<file path="config.mk">
export PLATFORM = sky130hd
export DESIGN_NAME = dcache_lsu
export DESIGN_NICKNAME = d
export VERILOG_FILES = /design/src/rtl/lsu_pkg.sv /design/src/rtl/lsu_align.sv /design/src/rtl/dcache_lsu.sv
export SDC_FILE = /design/constraint.sdc
export NUM_CORES = 1
export LEC_CHECK = 0
export CORE_UTILIZATION = 46
export DETAILED_ROUTE_END_ITERATION = 10
export PLACE_DENSITY_LB_ADDON = 0.12
export SETUP_SLACK_MARGIN = 0.4
export SLEW_MARGIN = 10
export SYNTH_ARGS = -nofsm -noshare
export SYNTH_HDL_FRONTEND = slang
export SYNTH_SLANG_ARGS = --single-unit
</file>
<file path="constraint.sdc">
create_clock -name clk -period 3.6 [get_ports clk]
set_input_delay 0.72 -clock clk [delete_from_list [all_inputs] [get_ports clk]]
set_output_delay 0.72 -clock clk [all_outputs]
set_load 0.05 [all_outputs]
</file>
<file path="src/rtl/lsu_pkg.sv">
// lsu_pkg: shared types and constants for the dcache load/store unit.
//   lsu_size_t  - CPU access size encoding (BYTE, HALF, WORD; code 3 folds to WORD)
//   lsu_state_t - LSU control states (IDLE, RMW_WR)
//   OFF_W, lane masks and a size-normalising helper used by the top and aligner.
package lsu_pkg;

  typedef enum logic [1:0] {
    BYTE = 2'd0,
    HALF = 2'd1,
    WORD = 2'd2
  } lsu_size_t;

  typedef enum logic [0:0] {
    IDLE   = 1'b0,
    RMW_WR = 1'b1
  } lsu_state_t;

  localparam int          OFF_W          = 2;
  localparam logic [31:0] BYTE_LANE_MASK = 32'h0000_00FF;
  localparam logic [31:0] HALF_LANE_MASK = 32'h0000_FFFF;

  // Encoding 3 is not a real size; it behaves as a full word access.
  function automatic lsu_size_t norm_size(input logic [1:0] raw);
    lsu_size_t sz;
    case (raw)
      2'd0:    sz = BYTE;
      2'd1:    sz = HALF;
      default: sz = WORD;
    endcase
    return sz;
  endfunction

endpackage

</file>
<file path="src/rtl/lsu_align.sv">
// lsu_align: purely combinational lane logic shared by the load and store paths.
//   rd_word_i  - word read from the cache
//   wdata_i    - right-aligned store data
//   off_i      - byte offset inside the word (little-endian)
//   size_i     - access size
//   unsigned_i - zero-extend instead of sign-extend on loads
//   ext_o      - extracted and extended load result
//   merge_o    - rd_word_i with the addressed lane(s) replaced by wdata_i
import lsu_pkg::*;

module lsu_align (
  input  logic [31:0]      rd_word_i,
  input  logic [31:0]      wdata_i,
  input  logic [OFF_W-1:0] off_i,
  input  lsu_size_t        size_i,
  input  logic             unsigned_i,
  output logic [31:0]      ext_o,
  output logic [31:0]      merge_o
);

  logic [4:0]  shift_s;
  logic [31:0] lane_s;
  logic [31:0] mask_s;

  // Lane selection: bit shift and mask of the addressed byte/halfword.
  always_comb begin
    shift_s = 5'd0;
    mask_s  = 32'hFFFF_FFFF;
    case (size_i)
      BYTE: begin
        shift_s = {off_i, 3'b000};
        mask_s  = BYTE_LANE_MASK << shift_s;
      end
      HALF: begin
        // Halfword lane follows only offset bit 1; bit 0 is zero for aligned halves.
        shift_s = {off_i[1], 4'b0000};
        mask_s  = HALF_LANE_MASK << shift_s;
      end
      default: begin
        shift_s = 5'd0;
        mask_s  = 32'hFFFF_FFFF;
      end
    endcase
  end

  assign lane_s  = rd_word_i >> shift_s;
  assign merge_o = (rd_word_i & ~mask_s) | ((wdata_i << shift_s) & mask_s);

  // Load extension from the lane's top bit unless the access is unsigned.
  always_comb begin
    ext_o = rd_word_i;
    case (size_i)
      BYTE: begin
        if (unsigned_i) ext_o = {24'd0, lane_s[7:0]};
        else            ext_o = {{24{lane_s[7]}}, lane_s[7:0]};
      end
      HALF: begin
        if (unsigned_i) ext_o = {16'd0, lane_s[15:0]};
        else            ext_o = {{16{lane_s[15]}}, lane_s[15:0]};
      end
      default: ext_o = rd_word_i;
    endcase
  end

endmodule

</file>
<file path="src/rtl/dcache_lsu.sv">
// dcache_lsu: load/store unit between the CPU MEM stage and a word-granular
// data cache. Loads and word stores go straight through with zero extra
// latency on a hit; byte/halfword stores do a read-modify-write (read word,
// merge lane, write word in RMW_WR). stall follows cache_miss and covers the
// whole RMW. Misaligned accesses are dropped with misalign=1.
// Ports:
//   clk, rst_n (async, active-low)
//   req_valid/req_we/req_size/req_unsigned/req_addr/req_wdata - CPU request
//   rdata, stall, misalign                                    - CPU response
//   cache_addr/cache_rd_req/cache_wr_req/cache_wr_data         - cache request
//   cache_rd_data, cache_miss                                  - cache response
//   perf_access_cnt, perf_miss_cnt - only when LSU_PERF_CNT_EN is defined
// Optional feature macro: LSU_PERF_CNT_EN (access and miss counters).
import lsu_pkg::*;

module dcache_lsu #(
  parameter int ADDR_W = 32,
  parameter int DATA_W = 32
) (
  input  logic              clk,
  input  logic              rst_n,
  input  logic              req_valid,
  input  logic              req_we,
  input  logic [1:0]        req_size,
  input  logic              req_unsigned,
  input  logic [ADDR_W-1:0] req_addr,
  input  logic [DATA_W-1:0] req_wdata,
  output logic [DATA_W-1:0] rdata,
  output logic              stall,
  output logic              misalign,
  output logic [ADDR_W-1:0] cache_addr,
  output logic              cache_rd_req,
  output logic              cache_wr_req,
  output logic [DATA_W-1:0] cache_wr_data,
`ifdef LSU_PERF_CNT_EN
  output logic [31:0]       perf_access_cnt,
  output logic [31:0]       perf_miss_cnt,
`endif
  input  logic [DATA_W-1:0] cache_rd_data,
  input  logic              cache_miss
);

  lsu_state_t         state_q, state_d;
  logic [31:0]        wbuf_q, wbuf_d;
  // Word address of the committed RMW write, so it survives req_* changing.
  logic [ADDR_W-3:0]  waddr_q, waddr_d;

  lsu_size_t          size_s;
  logic [OFF_W-1:0]   off_s;
  logic               misalign_s;
  logic [31:0]        ext_s;
  logic [31:0]        merge_s;
  logic               rd_s, wr_s, stall_s;
  logic [31:0]        wr_data_s, rdata_s;
  logic [ADDR_W-1:0]  addr_s;

  assign size_s     = norm_size(req_size);
  assign off_s      = req_addr[OFF_W-1:0];
  assign misalign_s = req_valid &
                      (((size_s == HALF) & req_addr[0]) |
                       ((size_s == WORD) & (req_addr[1:0] != 2'b00)));

  lsu_align u_align (
    .rd_word_i  (cache_rd_data),
    .wdata_i    (req_wdata),
    .off_i      (off_s),
    .size_i     (size_s),
    .unsigned_i (req_unsigned),
    .ext_o      (ext_s),
    .merge_o    (merge_s)
  );

  // Request steering, stall and next-state logic.
  always_comb begin
    state_d   = state_q;
    wbuf_d    = wbuf_q;
    waddr_d   = waddr_q;
    rd_s      = 1'b0;
    wr_s      = 1'b0;
    wr_data_s = 32'd0;
    stall_s   = 1'b0;
    rdata_s   = 32'd0;
    addr_s    = {req_addr[ADDR_W-1:2], 2'b00};
    case (state_q)
      IDLE: begin
        if (req_valid && !misalign_s) begin
          if (!req_we) begin
            rd_s    = 1'b1;
            stall_s = cache_miss;
            if (!cache_miss) rdata_s = ext_s;
            else             rdata_s = 32'd0;
          end else if (size_s == WORD) begin
            wr_s      = 1'b1;
            wr_data_s = req_wdata;
            stall_s   = cache_miss;
          end else begin
            // Sub-word store: read phase always stalls, the write follows next cycle.
            rd_s    = 1'b1;
            stall_s = 1'b1;
            if (!cache_miss) begin
              wbuf_d  = merge_s;
              waddr_d = req_addr[ADDR_W-1:2];
              state_d = RMW_WR;
            end else begin
              state_d = IDLE;
            end
          end
        end else begin
          state_d = IDLE;
        end
      end
      RMW_WR: begin
        addr_s    = {waddr_q, 2'b00};
        wr_s      = 1'b1;
        wr_data_s = wbuf_q;
        stall_s   = cache_miss;
        if (!cache_miss) state_d = IDLE;
        else             state_d = RMW_WR;
      end
      default: state_d = IDLE;
    endcase
  end

  // Request strobes are gated by rst_n so they drop at the instant reset asserts.
  assign cache_rd_req  = rd_s & rst_n;
  assign cache_wr_req  = wr_s & rst_n;
  assign cache_wr_data = wr_data_s;
  assign cache_addr    = addr_s;
  assign stall         = stall_s;
  assign rdata         = rdata_s;
  assign misalign      = misalign_s;

  // FSM state, merge buffer and RMW address registers.
  always_ff @(posedge clk or negedge rst_n) begin
    if (!rst_n) begin
      state_q <= IDLE;
      wbuf_q  <= 32'd0;
      waddr_q <= '0;
    end else begin
      state_q <= state_d;
      wbuf_q  <= wbuf_d;
      waddr_q <= waddr_d;
    end
  end

`ifdef LSU_PERF_CNT_EN
  logic        miss_seen_q, miss_seen_d;
  logic [31:0] acc_cnt_q, acc_cnt_d;
  logic [31:0] miss_cnt_q, miss_cnt_d;
  logic        done_s, first_miss_s;

  // Completion: aligned request leaves IDLE unstalled, or the RMW write lands.
  assign done_s = ((state_q == IDLE) & req_valid & ~misalign_s & ~stall_s) |
                  ((state_q == RMW_WR) & ~cache_miss);
  assign first_miss_s = (rd_s | wr_s) & cache_miss & ~miss_seen_q;

  // Counter next-state: one access per completion, one miss per access.
  always_comb begin
    acc_cnt_d   = acc_cnt_q;
    miss_cnt_d  = miss_cnt_q;
    miss_seen_d = miss_seen_q;
    if (done_s) acc_cnt_d = acc_cnt_q + 32'd1;
    else        acc_cnt_d = acc_cnt_q;
    if (first_miss_s) miss_cnt_d = miss_cnt_q + 32'd1;
    else              miss_cnt_d = miss_cnt_q;
    if (done_s)            miss_seen_d = 1'b0;
    else if (first_miss_s) miss_seen_d = 1'b1;
    else                   miss_seen_d = miss_seen_q;
  end

  // Performance counter registers.
  always_ff @(posedge clk or negedge rst_n) begin
    if (!rst_n) begin
      acc_cnt_q   <= 32'd0;
      miss_cnt_q  <= 32'd0;
      miss_seen_q <= 1'b0;
    end else begin
      acc_cnt_q   <= acc_cnt_d;
      miss_cnt_q  <= miss_cnt_d;
      miss_seen_q <= miss_seen_d;
    end
  end

  assign perf_access_cnt = acc_cnt_q;
  assign perf_miss_cnt   = miss_cnt_q;
`endif

endmodule

</file>
==> metrics.md <==
| Metric | Value |
|---|---|
| Status | completed |
| Most frequent cells in the layout | clkdlybuf4s50_1 (120), mux2_2 (73), buf_4 (71) |
| CTS clk-pin slew, worst paths | 0.07 ns |
| Vias/cell | 5.77 |
| Fin cells | 839 |
| Most common cell after layout, fill and taps aside | clkdlybuf4s50_1 |
| R2r setup slk | 1.86 ns |
| Cts-stage hold buffer count | 0 |
| Main combinational cell family by area after synthesis | multiplexers |
| Post-detailed-route wirelength per cell | 19.7 um |
| Post-synth EDFFs | 0 |
| Die height | 102 um |
| TritonCTS Buffers | 9 |
| Total core area | 9730 um2 |
| Ys async rst share | 100% |
| Initial core utilization | 47.1% |
| Mux cell area share after synthesis | 33.0% |
| Leakage Power | 3.32 nW |
| Avg Inst Size Synth | 9.43 um2 |
| DP Cell Count | 807 |
| Yosys cell types | 44 |
| Crit-path cells | clkbuf_2 > buf_6 > or3b_4 > mux2_2 > o221ai_1 > a221oi_4 > buf_12 |
| WP buf/inv | 3 |
| Pin count of the biggest net entering global routing | 96 |
| Synth top area cells | dfrtp_1 (34%), mux2_2 (18%), mux2i_1 (14%) |
| Critical path arrival | 2.37 ns |
| Post-layout instance area | 7710 um2 |
| Crit. End Element | output port |
| Die area | 10400 um2 |
| Clock sinks | 63 |
| Least-Margin Pin Slew | 0.709 ns |
| Slowest-stage cell, CP | or3b_4 |
| Worst EP required | 2.88 ns |
| PortBufs | 201 |
| DR WL met2 | 8.26 mm |
| Clk_skew | 0.00349 ns |
| Vias in the first global route | 4728 |
| Period utilization | 85.9% |
| H-tree depth | 3 |
| Worst Reg-to-Reg Cells | 4 |
| Boundary pin count | 204 |
| Area delta synth->final | 68.1% |
| # rows | 36 |
| XOR/XNOR Fraction of Synth Area | 0% |
| Final Hold Viols | 0 |
| Post-detailed-route DRC marker count | 0 |
| Ys Warns | 0 |
| CP top delay family | compound AO/OA/AOI/OAI gates |
| Relative slew slack | 52.8% |
| Root Buffer | clkbuf_8 |
| Vias post-DR | 4839 |
| Dpl ws | -0.0199 ns |
| WL met3 | 1.21 mm |
| Synthesized cell area | 4580 um2 |
| Gr ovfl total | 0 |
| Clock Latency Late Sink | 0.33 ns |
| End of the worst register-to-register path | waddr_q[0]$_DFFE_PN0P_ |
| Final Max Slew Viols | 0 |
| First-pass GRT wire length | 25.0 mm |
| DR top layer | met4 |
| Overall Global Routing Usage | 31.9% |
| Placed Instance Area | 7110 um2 |
| Unrepaired setup endpoints after global routing | false |
| Pwr dens | 320 nW/um2 |
| Die W | 102 um |
| Compound-cell area share of the yosys netlist | 13.5% |
| Final #Nets | 805 |
| Remaining antenna violation count after routing | 0 |
| Main synth FF type | dfrtp_1 |
| Initial antenna violation count | 0 |
| Max incr delay on CP | 0.42 ns |
| Post-Synthesis Cells | 486 |
| Fin worst setup slack | 0.508 ns |
| Post-Synth Adder-Cell Area | 0% |
| Tot Pwr | 2.47 mW |
| Number of diodes | 0 |
| Endpoints failing setup | 0 |
| GPL Wtd Cong | 0.888 |
| Wl on met1 | 6.59 mm |
| Synth Register Bits | 63 |
| Setup CP Type | primary input to output port |
| Sequential fraction of the synthesis area | 34.4% |
| Post-Route WL | 16.6 mm |
| Fmax | 0.323 GHz |
| Layout cells sized above 1 | 36.7% |
| Area share of the largest cell type after synthesis | 34.4% |
| Reg2Reg Launch Point | state_q$_DFF_PN0_ |
| Worst hold path type | primary input to async pin |
| Simple-gate share of the synthesized area | 13.1% |
| CP max FO | 6 |
| Min Tclk post-route | 3.09 ns |
| Clock Tree Buf Depth | 2 |
| Cell taking the most area after synthesis | dfrtp_1 |
| VDD IR-drop max | 0.199 mV |
| Post-DP HPWL | 11.6 mm |
| Max-Cap Viols | 0 |
| TritonCTS clock tree | yes |
| Drt initial violations | 200 |
| DR pass1 iterations | 5 |
| Setup crit start kind | primary input |
==> registers in the layout (all words and copies together) (netlist names) <==
register and flops:
wbuf_q 32, waddr_q 30, state_q 1
==> per-layer routing <==
| metal | GRT usage, % | up-vias |
|---|---|---|
| met4 | 12.0 | 0 |
| met3 | 6.22 | 44 |
| met5 | 0 | - |
| li1 | - | 2175 |
| met2 | 54.6 | 252 |
| met1 | 39.9 | 2368 |
==> layout make-up <==
type / count / area, um2
Fill cell: 672 / 2020
Inverter: 14 / 53.8
Tap cell: 133 / 166
Clock buffer: 10 / 128
Multi-Input combinational cell: 368 / 3180
Clock inverter: 6 / 37.5
Timing Repair Buffer: 245 / 2560
Sequential cell: 63 / 1580
==> how the worst max path moves through the flow <==
stage	cells past startpoint	start	endpoint	slack, ns
after global routing	3	state_q$_DFF_PN0_	cache_addr[27]	0.43
after detailed placement	7	req_size[1]	rdata[8]	-0.02
final	7	req_size[1]	rdata[8]	0.51
after CTS	9	req_size[1]	rdata[3]	0.41
after floorplan	7	req_addr[1]	rdata[16]	-0.01
after global placement	8	req_size[1]	rdata[3]	0.04
==> power by group <==
| part | internal, mW | switching, mW |
|---|---|---|
| Clock | 0.246 | 0.273 |
| Combinational | 0.446 | 0.530 |
| Sequential | 0.877 | 0.0938 |
==> repair_timing <==
item                       CTS  global route
setup buffers               10             1
cloned                       5             0
hold endpoints to repair     0             0
pin swaps                   14             8
setup endpoints to repair   33            30
resized for setup           53            13
==> Yosys cell counts, types with 2 or more instances <==
cell type  instances
inv_1             13
nor2b_1            3
a22oi_1            9
mux2i_1           63
mux2_4             4
buf_4              3
a22o_1             8
or2_2              2
a21oi_1            3
clkbuf_1          13
buf_1              9
o211ai_1           2
nor3_1            18
a211oi_1           7
mux2_2            73
nor3b_1            2
buf_2             13
a221oi_1           9
o21ai_0           28
nand2_1           48
and3_1             5
o221ai_1           8
nor2_1            51
o21ai_1            6
buf_6              4
a31oi_1            2
dfrtp_1           63
==> logic make-up after synthesis <==
family                 count (synthesis)
other                                  1
buffers and inverters                 57
muxes                                140
DFF                                   63
and+or+nand+nor                      137
AOI/OAI and AO/OA                     88
==> stage by stage <==
step | TNS, ns | hold slack [ns] | util (%)
after floorplan | -0.0410 | 0.424 | -
after global placement | 0 | 0.464 | 73.1
after detailed placement | -0.0538 | 0.471 | 73.1
after CTS | 0 | 0.232 | 79.0
after global routing | 0 | 0.230 | 79.2
final | 0 | 0.245 | 79.2
Power figures use the tool's default switching activity.
